==> src/rtl/multi_debounce.sv <==
// N-channel push-button debouncer: a 2-flop synchronizer feeding a 4-state, tick-counted filter per channel.
// Auto-repeat of press strobes on held keys is built only when MULTI_DEBOUNCE_REPEAT_EN is defined.
module multi_debounce #(
  parameter int N         = 4,
  parameter int CNT_W     = 8,
  parameter int THRESH    = 10,
  parameter int REP_DELAY = 50,
  parameter int REP_RATE  = 10
) (
  input  logic         clk,
  input  logic         rst,
  input  logic         m_f,
  input  logic [N-1:0] button,
  output logic [N-1:0] db_level,
  output logic [N-1:0] press,
  output logic [N-1:0] release_strobe
);

  typedef enum logic [1:0] {
    ST_IDLE         = 2'd0,
    ST_PRESS_WAIT   = 2'd1,
    ST_HELD         = 2'd2,
    ST_RELEASE_WAIT = 2'd3
  } state_t;

  localparam logic [CNT_W-1:0] CNT_ZERO    = {CNT_W{1'b0}};
  localparam logic [CNT_W-1:0] CNT_ONE     = CNT_W'(1);
  localparam logic [CNT_W-1:0] THRESH_LAST = CNT_W'(THRESH - 1);
`ifdef MULTI_DEBOUNCE_REPEAT_EN
  localparam logic [CNT_W-1:0] REP_LAST    = CNT_W'(REP_DELAY - 1);
  localparam logic [CNT_W-1:0] REP_RELOAD  = CNT_W'(REP_DELAY - REP_RATE);
`endif

  logic [N-1:0] sync1_q;
  logic [N-1:0] sync1_d;
  logic [N-1:0] sync2_q;
  logic [N-1:0] sync2_d;
  logic [N-1:0] s;

  state_t           st_q  [N];
  state_t           st_d  [N];
  logic [CNT_W-1:0] cnt_q [N];
  logic [CNT_W-1:0] cnt_d [N];
`ifdef MULTI_DEBOUNCE_REPEAT_EN
  logic [CNT_W-1:0] rcnt_q [N];
  logic [CNT_W-1:0] rcnt_d [N];
`endif

  logic [N-1:0] db_level_q;
  logic [N-1:0] db_level_d;
  logic [N-1:0] press_q;
  logic [N-1:0] press_d;
  logic [N-1:0] release_q;
  logic [N-1:0] release_d;

  assign s              = sync2_q;
  assign db_level       = db_level_q;
  assign press          = press_q;
  assign release_strobe = release_q;

  // Synchronizer next values: raw button into stage 1, stage 1 into stage 2.
  always_comb begin
    sync1_d = button;
    sync2_d = sync1_q;
  end

  // Per-channel filter: a level change on s always wins over a coincident tick.
  always_comb begin
    for (int i = 0; i < N; i++) begin
      st_d[i]      = st_q[i];
      cnt_d[i]     = cnt_q[i];
      press_d[i]   = 1'b0;
      release_d[i] = 1'b0;
`ifdef MULTI_DEBOUNCE_REPEAT_EN
      rcnt_d[i]    = rcnt_q[i];
`endif
      case (st_q[i])
        ST_IDLE: begin
          cnt_d[i] = CNT_ZERO;
          if (s[i]) begin
            st_d[i] = ST_PRESS_WAIT;
          end else begin
            st_d[i] = ST_IDLE;
          end
        end
        ST_PRESS_WAIT: begin
          if (!s[i]) begin
            st_d[i]  = ST_IDLE;
            cnt_d[i] = CNT_ZERO;
          end else if (m_f) begin
            if (cnt_q[i] == THRESH_LAST) begin
              st_d[i]    = ST_HELD;
              cnt_d[i]   = CNT_ZERO;
              press_d[i] = 1'b1;
`ifdef MULTI_DEBOUNCE_REPEAT_EN
              rcnt_d[i]  = CNT_ZERO;
`endif
            end else begin
              cnt_d[i] = cnt_q[i] + CNT_ONE;
            end
          end else begin
            cnt_d[i] = cnt_q[i];
          end
        end
        ST_HELD: begin
          if (!s[i]) begin
            st_d[i]  = ST_RELEASE_WAIT;
            cnt_d[i] = CNT_ZERO;
          end else begin
            st_d[i] = ST_HELD;
`ifdef MULTI_DEBOUNCE_REPEAT_EN
            // First repeat after REP_DELAY ticks; the reload spaces later ones REP_RATE apart.
            if (m_f) begin
              if (rcnt_q[i] == REP_LAST) begin
                press_d[i] = 1'b1;
                rcnt_d[i]  = REP_RELOAD;
              end else begin
                rcnt_d[i] = rcnt_q[i] + CNT_ONE;
              end
            end else begin
              rcnt_d[i] = rcnt_q[i];
            end
`endif
          end
        end
        ST_RELEASE_WAIT: begin
          if (s[i]) begin
            st_d[i]   = ST_HELD;
            cnt_d[i]  = CNT_ZERO;
`ifdef MULTI_DEBOUNCE_REPEAT_EN
            rcnt_d[i] = CNT_ZERO;
`endif
          end else if (m_f) begin
            if (cnt_q[i] == THRESH_LAST) begin
              st_d[i]      = ST_IDLE;
              cnt_d[i]     = CNT_ZERO;
              release_d[i] = 1'b1;
            end else begin
              cnt_d[i] = cnt_q[i] + CNT_ONE;
            end
          end else begin
            cnt_d[i] = cnt_q[i];
          end
        end
        default: begin
          st_d[i]  = ST_IDLE;
          cnt_d[i] = CNT_ZERO;
        end
      endcase
      db_level_d[i] = (st_d[i] == ST_HELD) || (st_d[i] == ST_RELEASE_WAIT);
    end
  end

  // State, counters and registered outputs; reset clears everything at once.
  always_ff @(posedge clk or negedge rst) begin
    if (!rst) begin
      sync1_q    <= {N{1'b0}};
      sync2_q    <= {N{1'b0}};
      db_level_q <= {N{1'b0}};
      press_q    <= {N{1'b0}};
      release_q  <= {N{1'b0}};
      for (int i = 0; i < N; i++) begin
        st_q[i]   <= ST_IDLE;
        cnt_q[i]  <= CNT_ZERO;
`ifdef MULTI_DEBOUNCE_REPEAT_EN
        rcnt_q[i] <= CNT_ZERO;
`endif
      end
    end else begin
      sync1_q    <= sync1_d;
      sync2_q    <= sync2_d;
      db_level_q <= db_level_d;
      press_q    <= press_d;
      release_q  <= release_d;
      for (int i = 0; i < N; i++) begin
        st_q[i]   <= st_d[i];
        cnt_q[i]  <= cnt_d[i];
`ifdef MULTI_DEBOUNCE_REPEAT_EN
        rcnt_q[i] <= rcnt_d[i];
`endif
      end
    end
  end

endmodule

==> config.mk <==
export PLATFORM = sky130hd
export DESIGN_NAME = multi_debounce
export DESIGN_NICKNAME = d
export VERILOG_FILES = /design/src/rtl/multi_debounce.sv
export SDC_FILE = /design/constraint.sdc
export NUM_CORES = 1
export LEC_CHECK = 0
export BUFFER_PORTS_ARGS = -buffer_cell sky130_fd_sc_hd__buf_4
export CORE_MARGIN = 2
export CORE_UTILIZATION = 30
export CTS_CLUSTER_DIAMETER = 100
export DETAILED_ROUTE_END_ITERATION = 8
export GPL_TIMING_DRIVEN = 0
export PLACE_DENSITY = 0.54
export SYNTH_ARGS = -nofsm -noshare
export SYNTH_HDL_FRONTEND = slang
export SYNTH_SLANG_ARGS = --single-unit
==> constraint.sdc <==
create_clock -name clk -period 1.77 [get_ports clk]
set_clock_uncertainty 0.05 [all_clocks]
set_input_delay 0.2655 -clock clk [delete_from_list [all_inputs] [get_ports clk]]
set_output_delay 0.2655 -clock clk [all_outputs]
set_load 0.02 [all_outputs]
* Word level (Yosys, flattened, before mapping) *
Index checks and enable logic that the tools add are counted.

word-level totals
  register bits = 60
  latch bits = 0
  bits in writable memories = 0
  memory bits (read-only) = 0
  input bits = 7
  output and inout bits = 12
  logic and storage cells = 137
  memories kept = 0

cells by class
  add/sub/neg operators = 4
  multiply operators = 0
  div/mod/pow operators = 0
  magnitude comparators = 0
  equality and inequality tests = 28
  shift operators = 0
  muxes and demuxes = 84
  bitwise operators = 0
  reduce and logical (&&, ||, !) cells = 8

operator list
  operator             number
  $mux 8               20
  $pmux 8 s4           4
  $mux 2               24
  $add 8x1->8 const B  4
  $eq 2x2->1 const B   16
  $eq 8x4->1 const B   4
  $mux 1               32
  $pmux 2 s4           4
  $eq 2x1->1 const B   4
  $logic_not 2->1      4
  $ne 2x2->1 const B   4
  $logic_or 1x1->1     4

* Depth between registers and ports, before layout *
  word-level depth = 7
  gate-level depth with buffers = 7

* Least setup slack after synthesis *
OpenSTA, ideal clock, no wires.

  path type = register -> register
  from = register cnt_q[0] in the netlist's numbering
  to = register cnt_q[4] in the netlist's numbering
  setup time = 0.083 ns
  data arrival time = 1.587 ns
  slack = 0.051 ns
  stages on the path, launching flop included = 6
  clock period less this slack = 1.719 ns
  path through = dfrtp_1 > ha_1 > and4b_1 > a211oi_2 > or4b_1 > o21ai_0

on the way
  word-level cells in the longest chain between the ends = 5

ends and longest elaborated chain
  element                                    line     source
  start: declaration                         42       logic [CNT_W-1:0] cnt_q [N];
  start signal: indexed assignment           177      cnt_q[i] <= cnt_d[i];
  $add 8x1->8 or $eq 8x4->1 (tied branches)  --
  $mux 8 (*)                                 91, 134
  $mux 8 (*)                                 90       end else if (m_f) begin
  $mux 8 (on tied branches)                  127, 87
  $pmux 8 s4 (*)                             77       case (st_q[i])

Every way passes the cells marked *; elsewhere a longest branch is shown, timed or not.
A chain may end at the register's enable or synchronous reset.

* Final worst setup path *
Ends and elaborated chain as after synthesis.

==> results.ini <==
[logic_synthesis]
synth_async_sr_flop_share_pct=100.0
synthesized_nets=283
yosysUniqueCellTypes=43
postSynth.topFlopCell=sky130_fd_sc_hd__dfrtp_1
combinational_family_with_the_most_area_after_synthesis=simple AND/OR/NAND/NOR gates
synth_top_cells_by_area=sky130_fd_sc_hd__dfrtp_1 (53%), sky130_fd_sc_hd__ha_1 (3.6%), sky130_fd_sc_hd__nor2_1 (3.5%)
syn_area_um2=2810
yosys.area_share.xor_xnor_pct=5.298
ys_seq_elements=59
seq_area_frac_synth_pct=52.54
synth_mux_area_share_pct=3.206
synthCells=268
number_of_enable_type_register_cells_in_the_synthesized_netlist=0
synth_top_area_share_pct=52.54
area_fraction_in_and_or_nand_and_nor_cells_after_synthesis_pct=21.02
synthDominantAreaCellType=sky130_fd_sc_hd__dfrtp_1
synth_fa_ha_area_share_pct=3.562
number_of_synthesis_warnings=0
post_synthesis_compound_gate_area_fraction_pct=11.09
avgSynthCellArea_um2=10.49

[pwr]
p_int_mw=1.963
power.sequential.fraction_pct=53.3
power.ir.vdd_worst_v=0.0002917
power.share.switching_pct=24.68
p_switching_mw=0.6432
p_leak_nw=1.540
powerDensity_nw_per_um2=749.8
clock_group_share_of_total_power_pct=40.8
share_comb_of_total_power_pct=6.0

[timing]
timing.final.max_slew_violations=0
slew_headroom_pct=50.72
min_period_over_period_pct=101.7
unrepaired_setup_endpoints_after_global_routing=yes
finalHoldViolations=0
setup_viol=1
period_minus_slack_ns=1.800
tightest_slew_ns=0.7391
hold_slack_ns=0.2968
timing.final.ws_setup_ns=-0.02992
max_freq_mhz=555.6

[drt]
drc_errors=0
avgViaCountPerCell=4.943
dr_total_vias=2096
drt_iter0_markers=58
wl_per_cell_um=12.66
detailedRoute.firstPassIterationCount=4
postRouteAntennaNets=0
routed_wl_um=5369

[clock_tree]
ctsLongestPathBuffers=2
cts_made_buffers=9
clock_tree.root_cell=sky130_fd_sc_hd__clkbuf_8
worstSkewPairLatency_ns=0.33
tritoncts=done
path_clk_slew_ns=0.07
clock_tree.htree_level_count=3
clock_sink_count=59

[run_status]
status=finished, violations left
failing_checks=negative setup slack

[placed_design]
routabilityCongestion=0.7786
dp.cells=396
place.port_buffers=17
post_dp_cell_area_um2=3077
hpwl_um=3330

[critical_path]
critical_path_class=flop to flop
timing.reg2reg.worst_path_depth=5
crit_path_max_fanout=3
timing.critical_path.to_type=flop
critPathRequiredTime_ns=1.98
critPathSlowestCell=sky130_fd_sc_hd__or4b_1
path_cells=ha_2 -> and4b_2 -> a211oi_4 -> or4b_1 -> o21ai_1
reg2reg_setup_slack_ns=-0.03
worstPathBufferInverterCount=0
crit_path_max_incr_delay_ns=0.46
critPathLaunchType=flop
reg2reg_to=cnt_q[4]$_DFFE_PN0P_
worst_path_dominant_cell_family=simple AND/OR/NAND/NOR gates
crit-reg2reg-launch=cnt_q[0]$_DFFE_PN0P_
critical_path_arrival_ns=2.01

[finish]
utilization_of_the_core_after_routing_pct=37.98
fillCellCount=905
final_cells=424
finish.instance_area_um2=3476
antenna_cells=0
area_growth_syn_to_layout_pct=23.69
drive_gt1_share_pct=23.32
layout_commonest_cell=sky130_fd_sc_hd__dfrtp_1
mostFrequentLayoutCells=sky130_fd_sc_hd__dfrtp_1 (59), sky130_fd_sc_hd__buf_4 (25), sky130_fd_sc_hd__nor2_1 (24)
finalNetCount=324

[die]
fp.coreArea_um2=9153
design.die.area_um2=10160
initial_core_utilization_pct=30.70
rows=35
die_width_um=100.8
die_height_um=100.8
io-pin-count=19

[global_route]
grtUsageTotal_pct=11.09
grt_first_pass_wirelength_um=8928
grt_overflow=0
grt_start_max_net_pins=60
antenna_found_initial=0
first_global_vias=1928

[hold_path]
worstHoldStart=sync1_q[0]$_DFF_PN0_
min_to=s[0]$_DFF_PN0_
hold_depth=0
worst_min_delay_path_category=flop to flop

[flow_run]
drv_cap=0

-- how the worst max path moves through the flow --
| stage | from | end | slack (ns) | cells past startpoint |
|---|---|---|---|---|
| 2_1_floorplan | cnt_q[0]$_DFFE_PN0P_ | cnt_q[4]$_DFFE_PN0P_ | 0.05 | 5 |
| 3_3_place_gp | cnt_q[17]$_DFFE_PN0P_ | cnt_q[19]$_DFFE_PN0P_ | -0.12 | 6 |
| 3_5_place_dp | cnt_q[8]$_DFFE_PN0P_ | cnt_q[15]$_DFFE_PN0P_ | -0.12 | 5 |
| 4_1_cts | cnt_q[8]$_DFFE_PN0P_ | cnt_q[14]$_DFFE_PN0P_ | -0.01 | 5 |
| 5_1_grt | cnt_q[0]$_DFFE_PN0P_ | cnt_q[4]$_DFFE_PN0P_ | -0.11 | 5 |
| 6_report | cnt_q[0]$_DFFE_PN0P_ | cnt_q[4]$_DFFE_PN0P_ | -0.03 | 5 |
-- cell families after synthesis --
family	Yosys count
xor+xnor	17
compound gates	49
flops	59
mux	8
buf+inv	22
fa+ha+maj	8
simple gates	105
-- per-stage QoR --
| stage | power, mW | setup TNS [ns] | setup WS, ns |
|---|---|---|---|
| 2_1_floorplan | 1.478 | 0 | 0.05068 |
| 3_3_place_gp | 1.535 | -1.306 | -0.1201 |
| 3_5_place_dp | 1.536 | -1.041 | -0.1213 |
| 4_1_cts | 2.634 | -0.01440 | -0.01440 |
| 5_1_grt | 2.744 | -0.3141 | -0.1076 |
| 6_report | 2.606 | -0.02992 | -0.02992 |
-- sequential cells by signal, summed over array words and instances, names as in the netlist --
register	flops
s	4
db_level	3
release_strobe	4
cnt_q	32
sync1_q	4
st_q	8
press	4
-- power groups by stage --
| stage | sequential, mW | clock (mW) | combinational [mW] |
|---|---|---|---|
| finish | 1.39 | 1.06 | 0.156 |
| CTS | 1.39 | 1.11 | 0.140 |
| floorplan | 1.41 | 0 | 0.0683 |
| detailed placement | 1.41 | 0 | 0.122 |
| global placement | 1.41 | 0 | 0.121 |
| global route | 1.39 | 1.18 | 0.178 |
-- worst register-to-register path, stage by stage (launching register included) --
cell and delay [ns]:
sky130_fd_sc_hd__dfrtp_1 0.39, sky130_fd_sc_hd__ha_2 0.18, sky130_fd_sc_hd__and4b_2 0.27, sky130_fd_sc_hd__a211oi_4 0.29
sky130_fd_sc_hd__or4b_1 0.46, sky130_fd_sc_hd__o21ai_1 0.08
-- Yosys cell counts (3+ instances only) --
| cell type | instances |
|---|---|
| sky130_fd_sc_hd__ha_1 | 8 |
| sky130_fd_sc_hd__mux2_2 | 8 |
| sky130_fd_sc_hd__a31oi_1 | 11 |
| sky130_fd_sc_hd__xnor2_1 | 10 |
| sky130_fd_sc_hd__nand3b_1 | 4 |
| sky130_fd_sc_hd__dfrtp_1 | 59 |
| sky130_fd_sc_hd__a21oi_1 | 9 |
| sky130_fd_sc_hd__a21o_1 | 3 |
| sky130_fd_sc_hd__o21ai_0 | 15 |
| sky130_fd_sc_hd__nand3_1 | 8 |
| sky130_fd_sc_hd__xor2_1 | 7 |
| sky130_fd_sc_hd__buf_2 | 5 |
| sky130_fd_sc_hd__inv_1 | 14 |
| sky130_fd_sc_hd__nor3_1 | 4 |
| sky130_fd_sc_hd__and3_1 | 5 |
| sky130_fd_sc_hd__nand2_1 | 22 |
| sky130_fd_sc_hd__nor2_1 | 26 |
| sky130_fd_sc_hd__nor3b_1 | 8 |
| sky130_fd_sc_hd__o31ai_1 | 3 |
| sky130_fd_sc_hd__nand4_1 | 10 |
-- layer usage --
metal	share of wire, %	GRT usage (%)
met5	0	0
met4	1.2	4.426
met3	3.2	3.537
met2	47	17.44
met1	48	14.15
-- cell type report --
| class | instances | area, µm² | area share, % |
|---|---|---|---|
| sequential | 59 | 1476 | 42.48 |
| clock buffer | 10 | 137.6 | 3.960 |
| buffer | 8 | 46.29 | 1.332 |
| timing repair buffer | 29 | 230.2 | 6.623 |
| clock inverter | 5 | 30.03 | 0.8639 |
| inverter | 14 | 52.55 | 1.512 |
| multi-input combinational | 188 | 1364 | 39.24 |
| tap | 111 | 138.9 | 3.996 |
-- what timing repair did --
action | CTS | global route
buffers inserted | 3 | 4
gates resized for setup | 5 | 21
cloned | 0 | 1
pin swaps | 3 | 7
hold buffers | 5 | 0
endpoints found under the setup margin | 22 | 35
endpoints found under the hold margin | 63 | 0
(Power assumes the default switching activity.)
